[src/rtl/uart_defs_pkg.sv]
// Shared definitions for the memory-mapped UART.
// Contents:
//   - default register byte addresses (TXD, RXD, CON)
//   - CON bit indices
//   - the 2-bit state encoding used by both the TX and RX FSMs
//   - con_word(): assembles the 32-bit CON read value from its flag bits
package uart_defs;

  localparam logic [31:0] UART_TXD_ADDR = 32'h4000_0018;
  localparam logic [31:0] UART_RXD_ADDR = 32'h4000_001C;
  localparam logic [31:0] UART_CON_ADDR = 32'h4000_0020;

  localparam int CON_TX_IE   = 0;
  localparam int CON_RX_IE   = 1;
  localparam int CON_TX_DONE = 2;
  localparam int CON_RX_DONE = 3;
  localparam int CON_TX_BUSY = 4;

  typedef enum logic [1:0] {
    ST_IDLE  = 2'd0,
    ST_START = 2'd1,
    ST_DATA  = 2'd2,
    ST_STOP  = 2'd3
  } uart_state_e;

  function automatic logic [31:0] con_word(input logic tx_busy,
                                           input logic rx_done,
                                           input logic tx_done,
                                           input logic rx_ie,
                                           input logic tx_ie);
    logic [31:0] w;
    w              = '0;
    w[CON_TX_IE]   = tx_ie;
    w[CON_RX_IE]   = rx_ie;
    w[CON_TX_DONE] = tx_done;
    w[CON_RX_DONE] = rx_done;
    w[CON_TX_BUSY] = tx_busy;
    return w;
  endfunction

endpackage

[src/rtl/uart_rx_core.sv]
// 8N1 UART receiver.
// Ports:
//   clk, reset   system clock, asynchronous active-high reset
//   rxd          raw serial input, asynchronous to clk
//   rx_byte      last correctly framed byte
//   rx_strobe    one-cycle pulse when rx_byte has just been updated
// The line goes through a two-flop synchroniser. A falling edge starts a
// half-bit wait; if the line is high again at that point, it was a glitch.
// Otherwise, data bits are sampled every DIVISOR cycles, near mid-bit. A byte
// whose stop bit reads low is discarded without a strobe.
module uart_rx_core
  import uart_defs::*;
#(
  parameter int DIVISOR = 16
) (
  input  logic       clk,
  input  logic       reset,
  input  logic       rxd,
  output logic [7:0] rx_byte,
  output logic       rx_strobe
);

  localparam int               CNT_W    = $clog2(DIVISOR);
  localparam logic [CNT_W-1:0] BIT_LAST = CNT_W'(DIVISOR - 1);
  localparam logic [CNT_W-1:0] HALF_END = CNT_W'(DIVISOR / 2 - 1);

  logic [1:0]       sync_q, sync_d;
  uart_state_e      state_q, state_d;
  logic [CNT_W-1:0] cnt_q, cnt_d;
  logic [2:0]       bit_q, bit_d;
  logic [7:0]       shift_q, shift_d;
  logic [7:0]       byte_q, byte_d;
  logic             strobe_q, strobe_d;
  logic             rxd_s;

  assign rxd_s     = sync_q[1];
  assign rx_byte   = byte_q;
  assign rx_strobe = strobe_q;

  // NOTE: every output of this block gets a default first. Without the
  // defaults, a path that skips an assignment would infer a latch.
  always_comb begin
    sync_d   = {sync_q[0], rxd};
    state_d  = state_q;
    cnt_d    = cnt_q;
    bit_d    = bit_q;
    shift_d  = shift_q;
    byte_d   = byte_q;
    strobe_d = 1'b0;

    unique case (state_q)
      ST_IDLE: begin
        cnt_d = '0;
        bit_d = '0;
        if (!rxd_s) state_d = ST_START;
      end
      ST_START: begin
        if (cnt_q == HALF_END) begin
          cnt_d   = '0;
          state_d = rxd_s ? ST_IDLE : ST_DATA;
        end else begin
          cnt_d = cnt_q + CNT_W'(1);
        end
      end
      ST_DATA: begin
        if (cnt_q == BIT_LAST) begin
          cnt_d   = '0;
          shift_d = {rxd_s, shift_q[7:1]};
          bit_d   = bit_q + 3'd1;
          if (bit_q == 3'd7) state_d = ST_STOP;
        end else begin
          cnt_d = cnt_q + CNT_W'(1);
        end
      end
      ST_STOP: begin
        if (cnt_q == BIT_LAST) begin
          cnt_d   = '0;
          state_d = ST_IDLE;
          if (rxd_s) begin
            byte_d   = shift_q;
            strobe_d = 1'b1;
          end
        end else begin
          cnt_d = cnt_q + CNT_W'(1);
        end
      end
      default: state_d = ST_IDLE;
    endcase
  end

  // NOTE: state registers use non-blocking assignments, so every flop samples
  // the values from before the edge, whatever the statement order.
  always_ff @(posedge clk or posedge reset) begin
    if (reset) begin
      sync_q   <= 2'b11;
      state_q  <= ST_IDLE;
      cnt_q    <= '0;
      bit_q    <= '0;
      shift_q  <= '0;
      byte_q   <= '0;
      strobe_q <= 1'b0;
    end else begin
      sync_q   <= sync_d;
      state_q  <= state_d;
      cnt_q    <= cnt_d;
      bit_q    <= bit_d;
      shift_q  <= shift_d;
      byte_q   <= byte_d;
      strobe_q <= strobe_d;
    end
  end

endmodule

[src/rtl/uart_mmio_peripheral.sv]
// Memory-mapped 8N1 UART on the data-memory bus.
// Ports:
//   clk, reset           system clock, asynchronous active-high reset
//   MemRead, MemWrite    bus strobes
//   Address              byte address, compared in full against TXD/RXD/CON
//   Write_data           write data; only [7:0] is used
//   Read_data            combinational read data; zero when not selected
//   uart_rxd, uart_txd   serial lines; uart_txd idles high
//   irq                  level interrupt: (tx_done & tx_ie) | (rx_done & rx_ie)
// Register map (offsets from BASE_ADDR):
//   +0 TXD   +4 RXD   +8 CON = {tx_busy, rx_done, tx_done, rx_ie, tx_ie}
// A read of CON clears both done flags, and a read of RXD clears rx_done.
// If hardware sets a done flag in the same cycle as the read, the set wins.
module uart_mmio_peripheral
  import uart_defs::*;
#(
  parameter int          CLK_FREQ  = 100_000_000,
  parameter int          BAUD      = 9600,
  parameter logic [31:0] BASE_ADDR = UART_TXD_ADDR
) (
  input  logic        clk,
  input  logic        reset,
  input  logic        MemRead,
  input  logic        MemWrite,
  input  logic [31:0] Address,
  input  logic [31:0] Write_data,
  output logic [31:0] Read_data,
  input  logic        uart_rxd,
  output logic        uart_txd,
  output logic        irq
);

  localparam int               DIVISOR  = CLK_FREQ / BAUD;
  localparam int               CNT_W    = $clog2(DIVISOR);
  localparam logic [CNT_W-1:0] BIT_LAST = CNT_W'(DIVISOR - 1);
  localparam logic [31:0]      RXD_ADDR = BASE_ADDR + 32'd4;
  localparam logic [31:0]      CON_ADDR = BASE_ADDR + 32'd8;

  // Address decode and bus strobes
  logic sel_txd, sel_rxd, sel_con;
  logic wr_txd, wr_con, rd_rxd, rd_con;

  assign sel_txd = (Address == BASE_ADDR);
  assign sel_rxd = (Address == RXD_ADDR);
  assign sel_con = (Address == CON_ADDR);
  assign wr_txd  = MemWrite & sel_txd;
  assign wr_con  = MemWrite & sel_con;
  assign rd_rxd  = MemRead & sel_rxd;
  assign rd_con  = MemRead & sel_con;

  logic unused_wdata;
  assign unused_wdata = ^Write_data[31:8];

  // Registers
  uart_state_e      tx_state_q, tx_state_d;
  logic [CNT_W-1:0] tx_cnt_q, tx_cnt_d;
  logic [2:0]       tx_bit_q, tx_bit_d;
  logic [7:0]       txd_q, txd_d;
  logic             line_q, line_d;
  logic [7:0]       rxd_q, rxd_d;
  logic             tx_ie_q, tx_ie_d;
  logic             rx_ie_q, rx_ie_d;
  logic             tx_done_q, tx_done_d;
  logic             rx_done_q, rx_done_d;
  logic             tx_done_set;
  logic             tx_busy;
  logic [2:0]       next_bit;

  logic [7:0]       rx_byte;
  logic             rx_strobe;

  uart_rx_core #(
    .DIVISOR(DIVISOR)
  ) u_rx (
    .clk      (clk),
    .reset    (reset),
    .rxd      (uart_rxd),
    .rx_byte  (rx_byte),
    .rx_strobe(rx_strobe)
  );

  assign tx_busy  = (tx_state_q != ST_IDLE);
  assign uart_txd = line_q;
  assign irq      = (tx_done_q & tx_ie_q) | (rx_done_q & rx_ie_q);
  assign next_bit = tx_bit_q + 3'd1;

  // Read mux: no register stage, valid in the same cycle as MemRead
  always_comb begin
    Read_data = '0;
    if (MemRead) begin
      if (sel_txd)      Read_data = {24'h0, txd_q};
      else if (sel_rxd) Read_data = {24'h0, rxd_q};
      else if (sel_con) Read_data = con_word(tx_busy, rx_done_q, tx_done_q, rx_ie_q, tx_ie_q);
    end
  end

  // TX FSM. The line is registered, so a TXD write pulls it low on the
  // same edge that starts the frame. A TXD write while busy is ignored.
  always_comb begin
    tx_state_d  = tx_state_q;
    tx_cnt_d    = tx_cnt_q;
    tx_bit_d    = tx_bit_q;
    txd_d       = txd_q;
    line_d      = line_q;
    tx_done_set = 1'b0;

    unique case (tx_state_q)
      ST_IDLE: begin
        line_d = 1'b1;
        if (wr_txd) begin
          txd_d      = Write_data[7:0];
          tx_state_d = ST_START;
          tx_cnt_d   = '0;
          tx_bit_d   = '0;
          line_d     = 1'b0;
        end
      end
      ST_START: begin
        if (tx_cnt_q == BIT_LAST) begin
          tx_cnt_d   = '0;
          tx_state_d = ST_DATA;
          line_d     = txd_q[0];
        end else begin
          tx_cnt_d = tx_cnt_q + CNT_W'(1);
        end
      end
      ST_DATA: begin
        if (tx_cnt_q == BIT_LAST) begin
          tx_cnt_d = '0;
          tx_bit_d = next_bit;
          if (tx_bit_q == 3'd7) begin
            tx_state_d = ST_STOP;
            line_d     = 1'b1;
          end else begin
            line_d = txd_q[next_bit];
          end
        end else begin
          tx_cnt_d = tx_cnt_q + CNT_W'(1);
        end
      end
      ST_STOP: begin
        if (tx_cnt_q == BIT_LAST) begin
          tx_cnt_d    = '0;
          tx_state_d  = ST_IDLE;
          tx_done_set = 1'b1;
        end else begin
          tx_cnt_d = tx_cnt_q + CNT_W'(1);
        end
      end
      default: tx_state_d = ST_IDLE;
    endcase
  end

  // CON / RXD register updates; a hardware set wins over a read-clear
  always_comb begin
    tx_ie_d = tx_ie_q;
    rx_ie_d = rx_ie_q;
    if (wr_con) begin
      tx_ie_d = Write_data[CON_TX_IE];
      rx_ie_d = Write_data[CON_RX_IE];
    end

    tx_done_d = tx_done_q;
    if (rd_con)      tx_done_d = 1'b0;
    if (tx_done_set) tx_done_d = 1'b1;

    rx_done_d = rx_done_q;
    if (rd_con || rd_rxd) rx_done_d = 1'b0;
    if (rx_strobe)        rx_done_d = 1'b1;

    rxd_d = rx_strobe ? rx_byte : rxd_q;
  end

  always_ff @(posedge clk or posedge reset) begin
    if (reset) begin
      tx_state_q <= ST_IDLE;
      tx_cnt_q   <= '0;
      tx_bit_q   <= '0;
      txd_q      <= '0;
      line_q     <= 1'b1;
      rxd_q      <= '0;
      tx_ie_q    <= 1'b0;
      rx_ie_q    <= 1'b0;
      tx_done_q  <= 1'b0;
      rx_done_q  <= 1'b0;
    end else begin
      tx_state_q <= tx_state_d;
      tx_cnt_q   <= tx_cnt_d;
      tx_bit_q   <= tx_bit_d;
      txd_q      <= txd_d;
      line_q     <= line_d;
      rxd_q      <= rxd_d;
      tx_ie_q    <= tx_ie_d;
      rx_ie_q    <= rx_ie_d;
      tx_done_q  <= tx_done_d;
      rx_done_q  <= rx_done_d;
    end
  end

endmodule
[config.mk]
export PLATFORM = sky130hd
export DESIGN_NAME = uart_mmio_peripheral
export DESIGN_NICKNAME = d
export VERILOG_FILES = /design/src/rtl/uart_defs_pkg.sv /design/src/rtl/uart_rx_core.sv /design/src/rtl/uart_mmio_peripheral.sv
export SDC_FILE = /design/constraint.sdc
export NUM_CORES = 1
export LEC_CHECK = 0
export CORE_MARGIN = 1
export CORE_UTILIZATION = 50
export CTS_CLUSTER_SIZE = 20
export DETAILED_ROUTE_END_ITERATION = 10
export PLACE_DENSITY = 0.81
export RECOVER_POWER = 25
export SLEW_MARGIN = 20
export SYNTH_ARGS = -nofsm -noshare
export SYNTH_HDL_FRONTEND = slang
export SYNTH_SLANG_ARGS = --single-unit
[constraint.sdc]
create_clock -name clk -period 2.9 [get_ports clk]
set_clock_uncertainty 0.15 [all_clocks]
set_input_delay 0.29 -clock clk [delete_from_list [all_inputs] [get_ports clk]]
set_output_delay 0.29 -clock clk [all_outputs]
set_load 0.01 [all_outputs]
==> run metrics <==
TritonCTS clock tree=yes; fillers=624; HP Class=reg -> reg; Main synth FF type=dfrtp_1; Max Buffers Root-to-Sink=2; synthesized area per cell=10.8 µm²; Final Critical Period=2800 ps; H-Tree Depth=3; Crit. Startpoint=Address[24]; vias in the first global route=3181; synthesized instance count=395; Vias=3272; logic gate share of total power=6.3%; fin. max-slew vios=41; drt total wl=9.39 mm; cell mode on critical path=buf_4; ys async rst share=100%; slowest stage delay, CP=460 ps; Routed Antenna Nets=0; Clock power frac=37.8%; ANT cells=0; largest cells by area after synthesis=dfrtp_1, mux2_2, buf_4, ha_1, nor2_1; clock sinks=78; first-pass GRT wire length=15.3 mm; Die Y=94.2 µm; worst relative slew slack=-4.90%; I/O pin count=103; nets=549; arrival time at the worst endpoint=2360 ps; final core utilization=63.1%; sequential share of the synthesized area=46.0%; worst reg2reg path depth=5; Root Driver=clkbuf_8; share of cells above drive strength 1=20.7%; IO Port Bufs=54; worst-path fanout max=6; clock-pin slew on the worst setup and hold paths=80 ps; Sw Share=23.9%; startpoint type of the worst setup path=primary input; share of the synthesized area in the top cell type=44.1%; FF-to-FF End=tx_state_q[1]; die area=8880 µm²; Reg area=1960 µm²; DRT Pass-1 Iters=4; worst setup path end=Read_data[4]; commonest non-fill, non-tap cell in the layout=dfrtp_1; Global Route Usage Sum=22.6%; failing checks=capacitance limit, slew limit; maximum vdd drop=0.231 mV; final setup violation count=0; reg2reg setup slack=490 ps; Fmax=357 MHz; Vias/cell=5.65; Yosys reg bits=78; initial antenna violation count=0; multi-input logic area=2170 µm²; cell taking the most area after synthesis=dfrtp_1; Clock Latency Late Sink=350 ps; FP Rows=33; final hold violation count=0; FF-to-FF Start=tx_cnt_q[10]; drt drc=0; first-iteration detailed-routing DRC count=218; P_sw=465 µW; Worst Path Required=2460 ps; Syn-to-layout area delta=21.9%; EDFF count, synth=0; global route overflow=0; Setup crit end kind=output pin; post-DP HPWL=6.64 mm; pin count of the biggest net entering global routing=42; P_leak=2.46 nW; commonest non-fill, non-tap cells in the layout=dfrtp_1, clkdlybuf4s50_1, mux2_2; # hold bufs at CTS=0; Final Power=1.95 mW; Sequential Power Share=55.9%; cell internal pwr=1.49 mW; crit-path cells=clkdlybuf4s50_1 > nor4_4 > nand4_1 > buf_4 > nor3_4 > buf_4 > nand2_2 > o211a_1 > dlygate4sd2_1; CTS buffer count=9; routed length per instance=16.2 µm; Yosys cell types=58; Least-Margin Pin Slew=1570 ps; Core Footprint=8220 µm²; Placer Congestion=0.867; pwr dens=376 nW/µm²; max-cap violation count=1; Initial Util=51.8%; Mapped Area=4250 µm²; Synth Warn #=0; Final period util=96.5%; status=complete, but fails checks; slowest stage cell, crit path=clkdlybuf4s50_1; die width=94.2 µm; CP Class=in -> out
[synth_stat cells (all sizes together) (2+ instances only)]
master,number
mux2,37
a211o,3
nor3,12
mux4,2
dfrtp,75
nand3b,2
nand3,9
nor3b,2
nand4,10
o31ai,2
o21ai,19
a311oi,3
ha,11
o21bai,2
a211oi,2
nor2b,3
nand2,31
a21oi,4
buf,28
o21a,2
a22o,14
o211a,5
dfstp,3
mux2i,4
xnor2,6
xor2,9
and3,6
nor4b,4
nor4,9
nor2,33
clkbuf,10
or4b,3
and4,4
nand2b,5
inv,7
[metrics by stage]
stage                     worst slack, ps  instances  hold slack [ps]  instance area [µm²]  TNS, ps
final                                 102        579              210                 5180        0
after global routing                -52.5        579              216                 5180     -130
after CTS                           -64.5        577              182                 5140     -120
after detailed placement             -204        552              201                 4880    -1350
after global placement               -170        552              197                 4880    -1240
after floorplan                       470        418              144                 4340        0
[kinds of logic (layout without fill, tap and decap cells)]
logic type      after synthesis  count (layout)  share of synthesized area, %
compound gates               63              63                          10.9
buf+inv                      45             101                          6.21
flops                        78              78                          46.0
simple gates                139             139                          18.7
mux                          43              43                          11.8
fa+ha+maj                    11              11                          3.24
xor+xnor                     15              15                          3.09
other cells                   1              24                        0.0882
[registers in the layout (all words and copies together) (netlist names), named ones only]
name,cells
tx_bit_q,3
u_rx.rx_strobe,1
tx_ie_q,1
rxd_q,8
u_rx.shift_q,8
txd_q,8
tx_done_q,1
u_rx.cnt_q,14
tx_state_q,2
rx_ie_q,1
u_rx.state_q,1
u_rx.rx_byte,8
uart_txd,1
u_rx.sync_q,2
u_rx.bit_q,3
tx_cnt_q,14
rx_done_q,1
[power by group through the flow]
stage	sequential, mW	combinational [mW]	clock (mW)
after floorplan	1.11	0.0661	0
after global routing	1.09	0.135	0.797
after detailed placement	1.11	0.119	0
after global placement	1.11	0.116	0
final	1.09	0.123	0.738
after CTS	1.09	0.121	0.753
[routing by layer]
metal  up-vias  track usage (%)  wire (µm)
li1       1548                -          -
met4         0             11.5        231
met5         -                0          0
met3        22             3.80        566
met1      1600             29.3       3910
met2       102             36.5       4690
[area by class of cell]
cell class	count	share of cell area (%)
multi-input cells	295	41.8
flip-flops and latches	78	37.7
repair buffers	78	14.0
clock buffers	11	2.73
well taps	105	2.54
clock inverters	5	0.652
inverters	7	0.507
[critical path: cells and delay by family]
| kind | cells | cell delay [ps] |
|---|---|---|
| AO/OA/AOI/OAI | 1 | 230 |
| buffers and inverters | 4 | 1100 |
| AND/OR/NAND/NOR | 4 | 720 |
[how the worst min path moves through the flow]
| stage | startpoint | end | depth (start not counted) |
|---|---|---|---|
| CTS | uart_rxd | u_rx.sync_q[0] | 1 |
| global placement | u_rx.sync_q[0] | u_rx.sync_q[1] | 0 |
| detailed placement | u_rx.sync_q[0] | u_rx.sync_q[1] | 0 |
| global route | u_rx.sync_q[0] | u_rx.sync_q[1] | 0 |
| floorplan | uart_rxd | u_rx.sync_q[0] | 0 |
| finish | u_rx.sync_q[0] | u_rx.sync_q[1] | 0 |
[timing repair]
item | in CTS | in global routing
hold endpoints to repair | 0 | 0
resized for setup | 11 | 10
setup buffers | 9 | 2
pin swaps | 3 | 3
endpoints found under the setup margin | 8 | 7
Power figures use the tool's default switching activity.
